===== config.mk =====
export PLATFORM = sky130hd
export DESIGN_NAME = sprite_cmd_sched
export DESIGN_NICKNAME = d
export VERILOG_FILES = /design/src/rtl/sprite_sched_pkg.sv /design/src/rtl/sched_fifo.sv /design/src/rtl/sprite_cmd_sched.sv
export SDC_FILE = /design/constraint.sdc
export NUM_CORES = 1
export LEC_CHECK = 0
export BUFFER_PORTS_ARGS = -buffer_cell sky130_fd_sc_hd__buf_2
export CAP_MARGIN = 15
export CORE_UTILIZATION = 50
export CTS_CLUSTER_DIAMETER = 40
export CTS_CLUSTER_SIZE = 30
export DETAILED_ROUTE_END_ITERATION = 16
export PLACE_DENSITY = 0.76
export SLEW_MARGIN = 20
export SYNTH_ARGS = -nofsm -noshare
export SYNTH_HDL_FRONTEND = slang
export SYNTH_SLANG_ARGS = --single-unit

===== constraint.sdc =====
create_clock -name clk -period 4.4 [get_ports clk]
set_clock_uncertainty 0.1 [all_clocks]
set_input_delay 0 -clock clk [delete_from_list [all_inputs] [get_ports clk]]
set_output_delay 0 -clock clk [all_outputs]
set_load 0.02 [all_outputs]

===== src/rtl/sprite_sched_pkg.sv =====
// Shared types for the sprite command scheduler: FSM states, queue entry layout
// and the sprite action encodings also used by the decoder.
package sprite_sched_pkg;

    typedef enum logic [1:0] {
        IDLE    = 2'd0,
        ISSUE   = 2'd1,
        WAIT_RD = 2'd2,
        WB      = 2'd3
    } sched_state_t;

    typedef struct packed {
        logic        we;
        logic [3:0]  action;
        logic [7:0]  addr;
        logic [31:0] data;
        logic [4:0]  dst_reg;
    } sched_entry_t;

    localparam logic [3:0] SPR_ACT  = 4'h0;
    localparam logic [3:0] SPR_LD   = 4'h1;
    localparam logic [3:0] SPR_MAP  = 4'h2;
    localparam logic [3:0] SPR_TM   = 4'h3;
    localparam logic [3:0] SPR_RD   = 4'h4;
    localparam logic [3:0] SPR_CORD = 4'h5;

endpackage


===== src/rtl/sched_fifo.sv =====
// In-order command queue. The head entry is visible combinationally so the
// scheduler can present it on the same cycle it decides to issue.
module sched_fifo
    import sprite_sched_pkg::*;
#(
    parameter int DEPTH = 4
) (
    input  logic                     clk,
    input  logic                     rst_n,
    input  logic                     push,
    input  logic                     pop,
    input  sched_entry_t             din,
    output sched_entry_t             dout,
    output logic                     full,
    output logic                     empty,
    output logic [$clog2(DEPTH):0]   count
);

    localparam int AW = $clog2(DEPTH);

    sched_entry_t   mem [DEPTH];
    logic [AW-1:0]  wr_ptr_reg;
    logic [AW-1:0]  rd_ptr_reg;
    logic [AW:0]    count_reg;
    logic           do_push;
    logic           do_pop;

    assign full    = (count_reg == (AW+1)'(DEPTH));
    assign empty   = (count_reg == '0);
    assign do_push = push & ~full;
    assign do_pop  = pop & ~empty;
    assign dout    = mem[rd_ptr_reg];
    assign count   = count_reg;

    always_ff @(posedge clk) begin
        if (do_push) begin
            mem[wr_ptr_reg] <= din;
        end
    end

    always_ff @(posedge clk) begin
        if (!rst_n) begin
            wr_ptr_reg <= '0;
            rd_ptr_reg <= '0;
            count_reg  <= '0;
        end else begin
            if (do_push) begin
                wr_ptr_reg <= wr_ptr_reg + AW'(1);
            end
            if (do_pop) begin
                rd_ptr_reg <= rd_ptr_reg + AW'(1);
            end
            case ({do_push, do_pop})
                2'b10:   count_reg <= count_reg + (AW+1)'(1);
                2'b01:   count_reg <= count_reg - (AW+1)'(1);
                default: count_reg <= count_reg;
            endcase
        end
    end

endmodule


===== src/rtl/sprite_cmd_sched.sv =====
// Queues sprite commands from EX, issues them in order over req/ack, and writes
// read results back with a bounded wait for read data.
module sprite_cmd_sched
    import sprite_sched_pkg::*;
#(
    parameter int DEPTH       = 4,
    parameter int TIMEOUT_CYC = 255
) (
    input  logic        clk,
    input  logic        rst_n,
    input  logic        cmd_valid,
    input  logic        cmd_re,
    input  logic [3:0]  cmd_action,
    input  logic [7:0]  cmd_addr,
    input  logic [31:0] cmd_data,
    input  logic [4:0]  cmd_dst_reg,
    output logic        stall,
    output logic        spr_req,
    output logic        spr_we,
    output logic [3:0]  spr_action,
    output logic [7:0]  spr_addr,
    output logic [31:0] spr_data,
    input  logic        spr_ack,
    input  logic        spr_rd_valid,
    input  logic [31:0] spr_rd_data,
    output logic        wb_valid,
    output logic [4:0]  wb_reg,
    output logic [31:0] wb_data,
    output logic        rd_err,
    output logic        busy
);

    localparam int CW = $clog2(DEPTH) + 1;
    localparam int TW = $clog2(TIMEOUT_CYC + 1);

    sched_state_t   state_reg;
    sched_entry_t   head;
    sched_entry_t   new_entry;
    logic [CW-1:0]  count;
    logic [CW-1:0]  count_next;
    logic           full;
    logic           empty;
    logic           push;
    logic           pop;
    logic           has_work;
    logic           tmo_hit;
    logic           rd_pending_reg;
    logic [TW-1:0]  tmo_cnt_reg;
    logic [31:0]    rd_data_reg;
    logic           rd_err_reg;

    assign new_entry = '{we: ~cmd_re, action: cmd_action, addr: cmd_addr,
                         data: cmd_data, dst_reg: cmd_dst_reg};

    assign push = cmd_valid & ~full & ~rd_pending_reg;
    assign pop  = ((state_reg == ISSUE) & spr_ack & head.we) | (state_reg == WB);

    sched_fifo #(.DEPTH(DEPTH)) u_fifo (
        .clk   (clk),
        .rst_n (rst_n),
        .push  (push),
        .pop   (pop),
        .din   (new_entry),
        .dout  (head),
        .full  (full),
        .empty (empty),
        .count (count)
    );

    // Occupancy after this cycle's push/pop, so back-to-back commands keep ISSUE busy.
    always_comb begin
        count_next = count;
        if (push) begin
            count_next = count_next + CW'(1);
        end
        if (pop) begin
            count_next = count_next - CW'(1);
        end
    end

    assign has_work = (count_next != '0);
    // The counter is sampled before its increment, so fire one step early.
    assign tmo_hit  = (tmo_cnt_reg == TW'(TIMEOUT_CYC - 2));

    always_ff @(posedge clk) begin
        if (!rst_n) begin
            state_reg      <= IDLE;
            rd_pending_reg <= 1'b0;
            tmo_cnt_reg    <= '0;
            rd_data_reg    <= '0;
            rd_err_reg     <= 1'b0;
        end else begin
            if (push && cmd_re) begin
                rd_pending_reg <= 1'b1;
            end else if (state_reg == WB) begin
                rd_pending_reg <= 1'b0;
            end

            case (state_reg)
                IDLE: begin
                    if (has_work) begin
                        state_reg <= ISSUE;
                    end
                end
                ISSUE: begin
                    if (spr_ack) begin
                        if (head.we) begin
                            state_reg <= has_work ? ISSUE : IDLE;
                        end else begin
                            state_reg   <= WAIT_RD;
                            tmo_cnt_reg <= '0;
                        end
                    end
                end
                WAIT_RD: begin
                    tmo_cnt_reg <= tmo_cnt_reg + TW'(1);
                    if (spr_rd_valid) begin
                        rd_data_reg <= spr_rd_data;
                        state_reg   <= WB;
                    end else if (tmo_hit) begin
                        rd_data_reg <= '0;
                        rd_err_reg  <= 1'b1;
                        state_reg   <= WB;
                    end
                end
                WB: begin
                    state_reg <= has_work ? ISSUE : IDLE;
                end
                default: state_reg <= IDLE;
            endcase
        end
    end

    assign spr_req    = (state_reg == ISSUE);
    assign spr_we     = spr_req & head.we;
    assign spr_action = spr_req ? head.action : '0;
    assign spr_addr   = spr_req ? head.addr   : '0;
    assign spr_data   = spr_req ? head.data   : '0;

    assign wb_valid = (state_reg == WB);
    assign wb_reg   = wb_valid ? head.dst_reg : '0;
    assign wb_data  = wb_valid ? rd_data_reg  : '0;

    assign stall  = rd_pending_reg | (cmd_valid & full);
    assign rd_err = rd_err_reg;
    assign busy   = ~empty | (state_reg != IDLE);

endmodule


==> metrics, run 1 <==
outcome=finished clean; Cell variety after synth=38; initial antenna violation count=0; Syn Std Cell Area=0.0101 sq mm; Post-Syn Instances=610; Core ar.=0.0197 sq mm; Worst-Skew Late Latency=0.54 ns; Final ANT Viol Nets=0; max_slew headroom=0.254; crit path max fanout=57; RSZ-0062 raised after global routing=false; Seq cells post-synth=253; Wirelength per Cell=19.6 um; Syn. warnings=0; Clock transition at path regs=0.07 ns; initial core utilization=0.515; post-detailed-route DRC marker count=0; Static Leak=0.00531 uW; GR Overflow Total=0; most used flip-flop cell after synthesis=edfxtp_1; I/O pin cnt=174; CTS tree=done; count of final setup violators=0; Buffers on Ports=173; Area Overhead vs Synth=32.6%; die span in x=144 um; Post-Place Setup Slack=1.50 ns; Antenna Cells=0; Post-synth EDFFs=200; MaxCap Viol Count=0; HP Class=input port to register; Placer Congestion=0.796; Setup crit end=rd_data_reg[16]; HPWL Detailed=12800 um; Syn Nets=708; area of the die=0.0208 sq mm; CP Capture Type=register; Tightest Pin Transition=1.12 ns; f_max=0.293 GHz; FFs w/ async S/R, synth=0; worst path arrival time=3.72 ns; final WL=23300 um; max reg flops=200; setup slack after layout=0.981 ns; DRT iter0 DRCs=395; CP Launch Point=state_reg[0]; Sink Count=253; die height=144 um; number of global-route vias before repair=6803; largest net degree at the start of global routing=58; Syn Area/Cell=16.6 sq um; post-synthesis sequential area ratio=0.698; Slew Viols, Final=0; Cells on Worst Hold Path=2; fillers=1282; CP Class=register to register; layout cells sized above 1=0.317; PnR Total Power=5930 uW; VDD IR max=0.000357 V; routed via count=6545; top cell type's share of synthesized area=0.593; Fin Setup TNS=0 ns; fin crit period=3.42 ns; most common cell in the netlist=edfxtp_1; R2R Path Start=state_reg[0]; gr usage total=0.224; DR vias/cell=5.51; final period utilization=0.777; buffer levels on the longest clock path=3; top area cells in the synthesized netlist=edfxtp_1 59%, mux4_2 11%, dfxtp_1 10%; synth cell count leaders=200 x edfxtp_1, 86 x and3_1, 53 x dfxtp_1; first-pass GRT wire length=34900 um; root buf cell=clkbuf_16; fin nets=998; # Post-CTS Setup Buffers=0; Startpoint Class=register; reg2reg end=rd_data_reg[16]; worst-case reg-to-reg path depth=6; Fin. Hold Viols=0; num rows=51; CTS buffer count=28; drt pass-1 iters=5; PwrDens=441 mW/mm^2; H-tree levels=1; cell taking the most area after synthesis=edfxtp_1; Critical Path RT=4.70 ns; flop-to-flop setup slack=0.98 ns
==> placed cells by master (no fill, tap or decap), types with 3 or more instances in the layout <==
cell,n
edfxtp_1,200
buf_2,173
dlygate4sd3_1,121
and3_1,82
mux4_2,50
dfxtp_1,49
nor2b_1,43
a22oi_1,34
clkbuf_16,29
inv_1,12
ha_1,11
nor2_1,10
and2_1,9
buf_4,8
nand2_1,6
xor2_1,6
mux2i_1,5
xnor2_1,5
inv_8,5
nand3_1,4
nand2b_1,4
and3_2,4
a21oi_1,4
nand4_1,4
inv_6,4
clkinv_4,4
nand3b_1,3
o21ai_0,3
dfxtp_2,3
==> timing repair <==
action                    CTS  global route
hold endpoints to repair  248             0
hold buffers              121             0
gates resized for setup     0             0
==> through the flow <==
step / hold WS (ns) / instances / util / instance area [sq um]
6_report: 0.107 / 1187 / 0.684 / 13400
5_1_grt: 0.100 / 1187 / 0.684 / 13400
4_1_cts: 0.0912 / 1187 / 0.683 / 13400
3_5_place_dp: 0.116 / 1014 / 0.571 / 11200
3_3_place_gp: 0.109 / 1014 / 0.571 / 11200
2_1_floorplan: -0.00113 / 610 / - / 10100
==> worst min-delay path by stage <==
stage,slack [ns],from,to
floorplan,-0.001,cmd_dst_reg[0],u_fifo.mem[0][0]
global placement,0.11,cmd_data[3],u_fifo.mem[0][8]
detailed placement,0.12,cmd_data[28],u_fifo.mem[2][33]
CTS,0.09,cmd_data[11],u_fifo.mem[1][16]
global route,0.10,cmd_data[10],u_fifo.mem[2][15]
finish,0.11,cmd_data[11],u_fifo.mem[1][16]
==> cell type report <==
class / count / area, sq um / area share
Clock inverter: 22 / 260 / 0.0194
Sequential cell: 253 / 7070 / 0.527
Clock buffer: 30 / 729 / 0.0543
Inverter: 12 / 45.0 / 0.00335
Timing Repair Buffer: 302 / 2140 / 0.159
Multi-Input combinational cell: 303 / 2860 / 0.213
Tap cell: 265 / 332 / 0.0247
==> where the power goes <==
| group | internal (uW) | total [uW] | leakage [uW] | switching (uW) |
|---|---|---|---|---|
| Clock | 1380 | 2420 | 0.000481 | 1040 |
| Sequential | 2700 | 2770 | 0.00226 | 67.1 |
| Combinational | 321 | 744 | 0.00257 | 424 |
| Total | 4400 | 5930 | 0.00531 | 1530 |
==> logic make-up (layout without fill, tap and decap cells) <==
group | count (synthesis) | in the layout | synth area share
mux | 55 | 55 | 0.116
xor+xnor | 11 | 11 | 0.00951
compound gates | 54 | 54 | 0.0392
flops | 253 | 253 | 0.698
simple gates | 172 | 172 | 0.102
buf+inv | 54 | 366 | 0.0219
fa+ha+maj | 11 | 11 | 0.0136
==> per-layer routing <==
layer  wire length [um]  global-route usage  part of all wire  vias to the layer above
li1                   -                   -                 -                     2961
met1               9200               0.274              0.40                     3232
met2              11900               0.404              0.51                      307
met3               1640              0.0321             0.070                       45
met4                542              0.0792             0.023                        0
met5                  0                   0                 0                        -
==> critical path, cell delays in order (launching register included) <==
cell,delay [ns]
dfxtp_2,0.70
buf_4,0.54
inv_1,0.19
and3_1,0.58
a22oi_1,0.41
nor2b_1,0.10
dlygate4sd3_1,0.59
Power figures use the tool's default switching activity.
==> run 2, diff against run 1 <==
ABC_AREA = 1   (was not set)
PLACE_DENSITY = 0.79   (was 0.76)
clock period = 2.9 ns   (was 4.4 ns; I/O delays follow)
==> run 2 against run 1 <==
Effect of this change:
- first-iteration DRC count shrank 6.8%
- sequential power is 55% higher
- combinational power rose to 2.6 times the previous value
- wire length increased by 2.6%
- clock power rose by 55%
- via count up 23%
- global-route usage decreased by 0.16 points
- flip-flop and latch count unchanged
- utilization decreased by 0.52 points
- critical endpoint is now wb_reg[4]
- largest cell class unchanged
- largest power group unchanged
- highest routed layer unchanged
==> metrics, run 2 <==
CP Capture Type=primary output; num rows=52; slowest CP cell=buf_4; fillers=1416; Buf/Inv on CP=3; crit path max fanout=70; Cell variety after synth=31; PnR Total Power=9950 uW; count of final setup violators=0; PwrDens=725 mW/mm^2; Post-Place Setup Slack=0.712 ns; post-synthesis sequential area ratio=0.685; top cell type's share of synthesized area=0.582; CTS tree=done; final WL=23900 um; synth cell count leaders=249 x nor2_1, 200 x edfxtp_1, 107 x o21ai_0; number of global-route vias before repair=7967; Static Leak=0.00538 uW; fin nets=1362; initial antenna violation count=0; Clock transition at path regs=0.07 ns; crit-path cells=inv_2 -> buf_4 -> o21ai_0 -> a21oi_1 -> buf_2; first-pass GRT wire length=38300 um; initial core utilization=0.510; H-tree levels=1; Syn. warnings=0; HP Class=input port to register; Fin. Hold Viols=0; drt pass-1 iters=5; # Post-CTS Setup Buffers=0; Seq cells post-synth=253; cell taking the most area after synthesis=edfxtp_1; Post-synth EDFFs=200; DRT iter0 DRCs=368; die span in x=146 um; Wirelength per Cell=15.3 um; max_slew headroom=0.297; GR Overflow Total=0; MaxCap Viol Count=0; Placer Congestion=0.784; root buf cell=clkbuf_16; FFs w/ async S/R, synth=0; critical path's top delay family=buffers and inverters; most frequent cells in the layout=245 x nor2_1, 200 x edfxtp_1, 173 x buf_2, 120 x dlygate4sd3_1, 107 x o21ai_0; CTS buffer count=30; VDD IR max=0.000552 V; Syn Area/Cell=10.6 sq um; Buffers on Ports=173; Slew Viols, Final=0; Startpoint Class=register; Post-Syn Instances=976; max incr delay on CP=0.58 ns; Sink Count=253; max reg flops=200; most common cell in the netlist=nor2_1; Layout Utilization=0.678; Core ar.=0.0202 sq mm; top area cells in the synthesized netlist=edfxtp_1 58%, dfxtp_1 10%, nor2_1 9.1%; area of the die=0.0212 sq mm; Final ANT Viol Nets=0; most used flip-flop cell after synthesis=edfxtp_1; I/O pin cnt=174; DR vias/cell=5.15; final period utilization=0.922; Tightest Pin Transition=1.05 ns; routed via count=8024; die height=146 um; worst path arrival time=2.57 ns; setup slack after layout=0.227 ns; Critical Path RT=2.80 ns; layout cells sized above 1=0.210; WHS=0.120 ns; Antenna Cells=0; CP Class=register to primary output; fin crit period=2.67 ns; commonest non-fill, non-tap cell in the layout=nor2_1; Fin Setup TNS=0 ns; Syn Nets=1074; largest net degree at the start of global routing=99; RSZ-0062 raised after global routing=false; Area Overhead vs Synth=33.1%; outcome=finished clean; buffer levels on the longest clock path=3; f_max=0.374 GHz; post-detailed-route DRC marker count=0; HPWL Detailed=12200 um; gr usage total=0.222; Syn Std Cell Area=0.0103 sq mm; Worst-Skew Late Latency=0.53 ns
## run 2: worst reg2reg max path, stage by stage (launching register included)
cell and delay, ns:
dfxtp_1 0.39, inv_1 0.08, ha_1 0.17, nand4_1 0.12, inv_1 0.08, o21ai_2 0.10, buf_4 0.32, nand2_1 0.13
a21oi_1 0.25, dlygate4sd3_1 0.59
## run 2: kinds of logic after synthesis
| logic type | Yosys count | share of synthesized area |
|---|---|---|
| AND/OR/NAND/NOR | 379 | 0.149 |
| buffers and inverters | 120 | 0.0461 |
| AO/OA/AOI/OAI | 210 | 0.104 |
| adder cells (fa/ha/maj) | 11 | 0.0133 |
| flip-flops | 253 | 0.685 |
| XOR/XNOR | 3 | 0.00255 |
## run 2: per-layer routing
metal  global-route usage  up-vias  part of all wire
met3               0.0351       39             0.068
met2                0.400      286              0.51
li1                     -     3885                 -
met1                0.281     3814              0.41
met4               0.0537        0             0.018
met5                    0        -                 0
## run 2: report_power, final
part / switching (uW) / internal (uW)
combinational: 1270 / 627
sequential: 85.9 / 4210
clock: 1520 / 2220
## run 2: worst paths after layout
| path | from | to | slack [ns] | depth (start not counted) |
|---|---|---|---|---|
| setup reg to reg | tmo_cnt_reg[1] | rd_data_reg[1] | 0.52 | 9 |
| hold / removal | cmd_data[8] | u_fifo.mem[3][13] | 0.12 | 2 |
| hold reg to reg | tmo_cnt_reg[4] | tmo_cnt_reg[4] | 0.36 | 1 |
| setup / recovery | register | wb_reg[4] | 0.23 | 5 |
## run 2: area by class of cell
class,instances,area (sq um),share of cell area
Inverter,68,255,0.0186
Timing Repair Buffer,308,2230,0.162
Tap cell,270,338,0.0246
Multi-Input combinational cell,603,2800,0.204
Sequential cell,253,7070,0.515
Clock buffer,36,805,0.0586
Clock inverter,20,223,0.0162
## run 2: repair_timing
action | 4_1_cts | 5_1_grt
hold endpoints to repair | 251 | 0
hold buffers | 120 | 0
gates resized for setup | 0 | 0
## run 2: per-stage QoR
step	instance area [sq um]	instances
2_1_floorplan	10300	976
3_3_place_gp	11500	1382
3_5_place_dp	11500	1382
4_1_cts	13700	1558
5_1_grt	13700	1558
6_report	13700	1558
